$ cat src/rtl/hazard_pkg.sv
// Shared types and encodings for the IF/ID hazard control unit.
package hazard_pkg;

  localparam int REG_ADDR_W_DEFAULT = 5;

  typedef enum logic {
    RUN      = 1'b0,
    MUL_WAIT = 1'b1
  } state_t;

  localparam logic [1:0] PCSRC_SEQ    = 2'b00;
  localparam logic [1:0] PCSRC_JUMP   = 2'b01;
  localparam logic [1:0] PCSRC_BRANCH = 2'b10;

endpackage

$ cat src/rtl/if_id_hazard_ctrl_sat_counter.sv
// Saturating up-counter with enable; holds at all-ones once reached.
module sat_counter #(
  parameter int CNT_W = 16
) (
  input  logic             clk,
  input  logic             rst_n,
  input  logic             i_en,
  output logic [CNT_W-1:0] o_count
);

  logic [CNT_W-1:0] r_count;

  always_ff @(posedge clk or negedge rst_n) begin
    if (!rst_n) begin
      r_count <= '0;
    end else if (i_en && (r_count != '1)) begin
      r_count <= r_count + CNT_W'(1);
    end
  end

  assign o_count = r_count;

endmodule

$ cat src/rtl/if_id_hazard_ctrl.sv
// IF/ID pipeline control: load-use and multiply stalls, jump/branch redirect,
// IF/ID flush, ID/EX bubble, and a saturating stall-cycle counter.
module if_id_hazard_ctrl
  import hazard_pkg::*;
#(
  parameter int REG_ADDR_W  = REG_ADDR_W_DEFAULT,
  parameter int MUL_LATENCY = 4,
  parameter int CNT_W       = 16
) (
  input  logic                  clk,
  input  logic                  reset,
  input  logic [REG_ADDR_W-1:0] i_id_rs,
  input  logic [REG_ADDR_W-1:0] i_id_rt,
  input  logic                  i_id_uses_rt,
  input  logic                  i_idex_mem_read,
  input  logic [REG_ADDR_W-1:0] i_idex_rt,
  input  logic                  i_id_jump,
  input  logic                  i_id_mul_start,
  input  logic                  i_ex_branch_taken,
  output logic                  o_pc_write,
  output logic                  o_if_id_write,
  output logic                  o_if_id_flush,
  output logic                  o_id_ex_bubble,
  output logic [1:0]            o_pc_src,
  output logic                  o_mul_busy,
  output logic [CNT_W-1:0]      o_stall_cycles
);

  localparam int MCW = $clog2(MUL_LATENCY + 1);

  state_t         r_state, w_state_next;
  logic [MCW-1:0] r_mul_cnt, w_mul_cnt_next;
  logic           r_mul_granted, w_mul_granted_next;
  logic           w_lu;
  logic           w_mul_req;

  assign w_lu = i_idex_mem_read && (i_idex_rt != '0) &&
                ((i_idex_rt == i_id_rs) || (i_id_uses_rt && (i_idex_rt == i_id_rt)));
  assign w_mul_req = (r_state == RUN) && i_id_mul_start && !r_mul_granted;

  always_ff @(posedge clk or negedge reset) begin
    if (!reset) begin
      r_state       <= RUN;
      r_mul_cnt     <= '0;
      r_mul_granted <= 1'b0;
    end else begin
      r_state       <= w_state_next;
      r_mul_cnt     <= w_mul_cnt_next;
      r_mul_granted <= w_mul_granted_next;
    end
  end

  always_comb begin
    w_state_next       = r_state;
    w_mul_cnt_next     = r_mul_cnt;
    w_mul_granted_next = r_mul_granted;
    if (i_ex_branch_taken) begin
      w_state_next       = RUN;
      w_mul_cnt_next     = '0;
      w_mul_granted_next = 1'b0;
    end else if (r_state == MUL_WAIT) begin
      if (r_mul_cnt == '0) begin
        w_state_next       = RUN;
        w_mul_granted_next = 1'b1;
      end else begin
        w_mul_cnt_next = r_mul_cnt - MCW'(1);
      end
    end else if (w_lu) begin
      // Load-use stall keeps any grant so the multiply still advances afterwards.
      w_mul_granted_next = r_mul_granted;
    end else if (w_mul_req) begin
      w_state_next   = MUL_WAIT;
      w_mul_cnt_next = MCW'(MUL_LATENCY - 1);
    end else begin
      w_mul_granted_next = 1'b0;
    end
  end

  always_comb begin
    o_pc_write     = 1'b1;
    o_if_id_write  = 1'b1;
    o_if_id_flush  = 1'b0;
    o_id_ex_bubble = 1'b0;
    o_pc_src       = PCSRC_SEQ;
    o_mul_busy     = (r_state == MUL_WAIT);
    if (!reset) begin
      o_pc_write     = 1'b0;
      o_if_id_write  = 1'b0;
      o_if_id_flush  = 1'b1;
      o_id_ex_bubble = 1'b1;
      o_mul_busy     = 1'b0;
    end else if (i_ex_branch_taken) begin
      o_pc_src       = PCSRC_BRANCH;
      o_if_id_flush  = 1'b1;
      o_id_ex_bubble = 1'b1;
    end else if ((r_state == MUL_WAIT) || w_lu || w_mul_req) begin
      o_pc_write     = 1'b0;
      o_if_id_write  = 1'b0;
      o_id_ex_bubble = 1'b1;
    end else if (i_id_jump) begin
      o_pc_src      = PCSRC_JUMP;
      o_if_id_flush = 1'b1;
    end
  end

  sat_counter #(.CNT_W(CNT_W)) u_stall_cnt (
    .clk     (clk),
    .rst_n   (reset),
    .i_en    (!o_pc_write),
    .o_count (o_stall_cycles)
  );

endmodule

$ cat config.mk
export PLATFORM = sky130hd
export DESIGN_NAME = if_id_hazard_ctrl
export DESIGN_NICKNAME = d
export VERILOG_FILES = /design/src/rtl/hazard_pkg.sv /design/src/rtl/if_id_hazard_ctrl_sat_counter.sv /design/src/rtl/if_id_hazard_ctrl.sv
export SDC_FILE = /design/constraint.sdc
export NUM_CORES = 1
export LEC_CHECK = 0
export BUFFER_PORTS_ARGS = -buffer_cell sky130_fd_sc_hd__buf_2
export CELL_PAD_IN_SITES_DETAIL_PLACEMENT = 0
export CELL_PAD_IN_SITES_GLOBAL_PLACEMENT = 1
export CORE_MARGIN = 3
export CORE_UTILIZATION = 36
export DETAILED_ROUTE_END_ITERATION = 8
export GPL_TIMING_DRIVEN = 0
export HOLD_SLACK_MARGIN = 0.06
export PLACE_DENSITY = 0.79
export SLEW_MARGIN = 20
export SYNTH_ARGS = -nofsm -noshare
export SYNTH_HDL_FRONTEND = slang
export SYNTH_SLANG_ARGS = --single-unit
$ cat constraint.sdc
create_clock -name clk -period 3.1 [get_ports clk]
set_input_delay 0.775 -clock clk [delete_from_list [all_inputs] [get_ports clk]]
set_output_delay 0.775 -clock clk [all_outputs]
set_load 0.05 [all_outputs]
# After elaboration in Yosys (flattened, before gate mapping)
# Index checks and enable logic that the tools add are counted.
[classes]
n_reduce_logical = 16
n_eq_ne = 7
n_addsub = 2
bitwise_logic = 1
n_mux = 30
[op_table]
columns = ["op", "n"]
rows = [
  ["$mux 1", 23],
  ["$add 16x1->16 const B", 1],
  ["$ne 16x16->1 const B", 1],
  ["$mux 3", 5],
  ["$eq 5x5->1", 2],
  ["$ne 3x3->1 const B", 3],
  ["$logic_and 1x1->1", 6],
  ["$reduce_and 3->1", 2],
  ["$reduce_bool 5->1", 1],
  ["$mux 2", 2],
  ["$logic_not 3->1", 1],
  ["$logic_or 1x1->1", 3],
  ["$ne 3x2->1 const B", 1],
  ["$reduce_bool 3->1", 1],
  ["$sub 3x1->3 const B", 1],
  ["$logic_not 1->1", 2],
  ["$not 1->1", 1],
]
[word_totals]
register_bits = 21
output_inout_bits = 23

# Logic depth before layout (Yosys ltp)
[logic_depth]
depth_word = 11
mapped_depth = 9
depth_no_buf = 8

# Cells and area by module
# Synthesis repeated with hierarchy kept, for this count alone.
[unflattened]
cells_unflattened = 131
area_unflattened_um2 = 1363.8
[by_module_without_submodules]
columns = ["mod", "cells_each", "area_per_inst_um2", "instances"]
rows = [
  ["sat_counter", 72, 859.6, 1],
  ["if_id_hazard_ctrl", 59, 504.2, 1],
]

# Worst setup path before layout
# No wires, ideal clock.
[synth_path]
path_kind = "in2out"
startpoint = "input port i_idex_rt[1]"
endpoint = "output port o_pc_write"
path_slack_ps = -149
arrival_ps = 2474
path_buffers = 1
cell_stages = 6
path_cell_list = "or4_1 > o21ai_2 > nor2b_2 > nor3_4 > o21a_1 > buf_4"
[synth_between]
elab_chain_cells = 9
[synth_lines]
columns = ["item", "line_no", "rtl"]
rows = [
  ["start, declared", "if_id_hazard_ctrl.sv:16", "input logic [REG_ADDR_W-1:0] i_idex_rt,"],
  ["$eq 5x5->1", "if_id_hazard_ctrl.sv:38", "((i_idex_rt == i_id_rs) || (i_id_uses_rt && (i_idex_rt == i_id_rt)));"],
  ["$logic_and 1x1->1", "if_id_hazard_ctrl.sv:38", ""],
  ["$logic_or 1x1->1", "if_id_hazard_ctrl.sv:38", ""],
  ["$logic_and 1x1->1 (*)", "if_id_hazard_ctrl.sv:37", "assign w_lu = i_idex_mem_read && (i_idex_rt != '0) &&"],
  ["$logic_or 1x1->1 (*) (2 in series)", "if_id_hazard_ctrl.sv:96", "end else if ((r_state == MUL_WAIT) || w_lu || w_mul_req) begin"],
  ["$mux 1 (*) (3 in series)", "-", ""],
  ["end, declared", "if_id_hazard_ctrl.sv:20", "output logic o_pc_write,"],
]
# Mark *: on every way between the ends. The rest lies on a longest branch, timed or not.

# Worst setup path in the final report
[layout_path]
startpoint = "input port i_idex_rt[4]"
endpoint = "output port o_pc_write"
[layout_between]
elab_chain_cells = 9
[layout_lines]
columns = ["item", "line_no", "rtl"]
rows = [
  ["$eq 5x5->1", "if_id_hazard_ctrl.sv:38", ""],
  ["$logic_and 1x1->1", "if_id_hazard_ctrl.sv:38", ""],
  ["$logic_or 1x1->1", "if_id_hazard_ctrl.sv:38", ""],
  ["$logic_and 1x1->1 (*)", "if_id_hazard_ctrl.sv:37", ""],
  ["$logic_or 1x1->1 (*) (2 in series)", "if_id_hazard_ctrl.sv:96", ""],
  ["$mux 1 (*)", "if_id_hazard_ctrl.sv:96", ""],
  ["$mux 1 (*)", "if_id_hazard_ctrl.sv:92", "end else if (i_ex_branch_taken) begin"],
  ["$mux 1 (*)", "if_id_hazard_ctrl.sv:86", "if (!reset) begin"],
]
# Marked as above.

==> impl_metrics.csv <==
group,metric,value,unit
power,switching_share,45.3,%
detailed_routing,ant_nets,0,
power,p_switching,422,µW
clock_network,htreeDepth,1,
synthesis,synth_common_cells,"xnor2_1, dfrtp_1, nand2_1, nand3_1, nand4_1",
final_layout,final-instance-count-excl-fill,220,
worst_setup_path,cp.required,2320,ps
sta,finalCritPeriodShare,99.3,%
synthesis,synth_enable_flop_cells,0,
worst_setup_path,r2r_end,"u_stall_cnt.o_count[11]",
power,leakage,0.735,nW
synthesis,postSynthAreaPerCell,9.64,µm²
floorplan,core_region_area,3150,µm²
synthesis,synth_top_area_share,42.6,%
worst_setup_path,end_kind,"primary output",
detailed_routing,drt_iter0_markers,51,
worst_setup_path,critPathMaxFanout,5,
sta,period_needed,3080,ps
power,p_int,511,µW
synthesis,synthFlopType,"dfrtp_1",
clock_network,cts-root-buf,"clkbuf_4",
final_layout,n_fill_cell,325,
clock_network,cts_tree,"built",
floorplan,ios,45,
final_layout,diodes,0,
detailed_routing,num_vias,1076,
floorplan,die_w,64.5,µm
detailed_routing,dr.pass1.iters,3,
worst_setup_path,critical_path_class,"primary input to primary output",
detailed_routing,wire_per_inst,13.0,µm
placement,dp_hpwl,2.23,mm
detailed_routing,viasPerCell,4.89,
run,maxCapViolations,0,
power,ir_worst_vdd,0.000612,V
clock_network,path_clk_slew,110,ps
final_layout,syn_to_final_growth,28.6,%
floorplan,die_h,64.5,µm
final_layout,stdcell_area,1590,µm²
synthesis,synth-seq-cells,21,
synthesis,syn-num-nets,153,
outcome,status,"finished, final reports clean",
placement,portBuffers,43,
power,finalPower,933,µW
synthesis,ys_top_cells_by_area,"dfrtp_1, xnor2_1, nand2_1, nand4_1, nand3_1",
clock_network,clockBufferDepth,2,
power,pwr-share-clk,13.9,%
synthesis,synth_cell_types,33,
sta,slew_headroom,63.9,%
sta,setup_violations,0,
power,power_density,588,nW/µm²
synthesis,yosysMostFrequentCell,"xnor2_1",
global_routing,grt.total_usage,14.5,%
sta,finalMaxSlewViolations,0,
clock_network,clkSinkCount,21,
synthesis,synth_top_area_cell,"dfrtp_1",
sta,finClkSkew,3.91,ps
worst_setup_path,max_stage_delay,520,ps
floorplan,start_util,39.1,%
global_routing,grt_pass1_wl,4.88,mm
synthesis,synthCells,128,
placement,place_ws,-115,ps
sta,hold_violations,0,
sta,fmax,325,MHz
sta,fin_ws,23.1,ps
worst_setup_path,cp_slowest_cell,"or4_4",
worst_setup_path,reg2reg_slack,1160,ps
hold_path,hold_class,"primary input to async pin",
synthesis,synth_warnings,0,
sta,rsz0062_at_grt,"yes",
worst_setup_path,reg2reg_from,"u_stall_cnt.o_count[3]",
placement,gp_congestion,0.731,
detailed_routing,drt-total-wl,2.86,mm
worst_setup_path,cp.arrival,2300,ps
global_routing,grt_overflow_total,0,
worst_setup_path,start_kind,"primary input",
power,power.share.combinational,44.8,%
worst_setup_path,reg2reg_depth,8,
detailed_routing,route.detailed.drc,0,
worst_setup_path,crit_top_cell,"buf_8",
global_routing,grt_pass1_vias,1103,
clock_network,cts_made_buffers,3,
power,seq_power_share,41.3,%
placement,post_dp_cell_area,1510,µm²
global_routing,grt_max_degree,28,
final_layout,fin_nets,202,
final_layout,drive_gt1_share,31.8,%
placement,placed_cells,215,
synthesis,synth_seq_area_share,42.6,%
floorplan,die_area,4170,µm²
synthesis,syn_area,1230,µm²
synthesis,async_flop_share,100,%
floorplan,rows,20,
clock_network,clock_latency,300,ps
sta,worst_slew_pin_slew,542,ps
sta,hold_ws,443,ps
global_routing,antenna_found_initial,0,
worst_setup_path,crit_chain,"buf_8, or4_4, o21ai_2, nor2b_2, nor3_4, o21a_2, buf_6, buf_8",
[logic make-up after synthesis]
| group | after synthesis | share of synthesized area [%] |
|---|---|---|
| flops | 21 | 42.6 |
| simple gates | 54 | 23.5 |
| xor+xnor | 25 | 17.7 |
| fa+ha+maj | 3 | 3.04 |
| buf+inv | 8 | 2.84 |
| mux | 2 | 2.13 |
| compound gates | 15 | 8.11 |
[layout make-up]
cell class | count | area, µm² | area share (%)
plain buffers | 3 | 20.0 | 1.26
multi-input cells | 99 | 678 | 42.7
flip-flops and latches | 21 | 526 | 33.1
repair buffers | 44 | 263 | 16.6
inverters | 5 | 18.8 | 1.18
well taps | 44 | 55.1 | 3.47
clock buffers | 4 | 26.3 | 1.66
[metal layers]
metal / GRT usage, % / wire length [µm] / vias up
met3: 3.64 / 107 / 2
met1: 18.1 / 1240 / 512
met5: 0 / 0 / -
met2: 25.1 / 1490 / 21
met4: 3.17 / 13 / 0
li1: - / - / 541
[worst max-delay path, delay by kind of cell]
family	cells	cell delay, ps
and+or+nand+nor	3	850
buffers and inverters	3	320
AOI/OAI and AO/OA	2	350
[repair_timing]
item                       4_1_cts  5_1_grt
hold buffers                     0        0
setup endpoints to repair        4        4
pin swaps                        1        3
buffers inserted                 1        0
gates resized for setup          1       17
[power by group through the flow]
stage	Sequential [mW]	Clock (mW)	Combinational, mW
6_report	0.386	0.129	0.418
5_1_grt	0.398	0.150	0.444
4_1_cts	0.386	0.138	0.415
3_5_place_dp	0.391	0	0.410
3_3_place_gp	0.386	0	0.405
2_1_floorplan	0.533	0	0.160
[through the flow]
step                      util (%)  setup TNS [ps]
after floorplan                  -               0
after global placement        47.7            -173
after detailed placement      47.7            -223
after CTS                     48.9               0
after global routing          50.3           -63.4
final                         50.3               0
[sequential cells by signal, summed over array words and instances, names as in the netlist]
| name | cells |
|---|---|
| u_stall_cnt.o_count | 16 |
| r_mul_cnt | 3 |
| r_mul_granted | 1 |
| r_state | 1 |
[how the worst max path moves through the flow]
stage	startpoint	end	slack (ps)
after floorplan	i_idex_rt[1]	o_pc_write	20
after global placement	i_idex_rt[1]	o_pc_write	-110
after detailed placement	i_idex_rt[1]	o_pc_write	-110
after CTS	i_idex_rt[1]	o_pc_write	6
after global routing	i_idex_rt[4]	o_pc_write	-40
final	i_idex_rt[4]	o_pc_write	20
[cell usage in the layout (no fill, tap or decap), types with 2 or more instances in the layout]
master,netlist,final
and3_1,4,4
a211oi_1,2,2
nand3_1,9,9
buf_2,1,37
nor2_1,6,6
o21ai_0,2,2
buf_4,1,4
ha_1,3,3
inv_1,5,5
buf_6,0,3
buf_8,0,2
xnor2_1,23,23
dfrtp_1,21,21
nor2b_1,3,3
nand4_1,8,8
nand2_1,15,15
xor2_1,2,2
a221oi_1,2,2
clkbuf_4,0,3
and2_1,2,2
a21oi_1,4,4
clkbuf_1,1,2
Note: power is estimated with default switching activity, not from simulation.
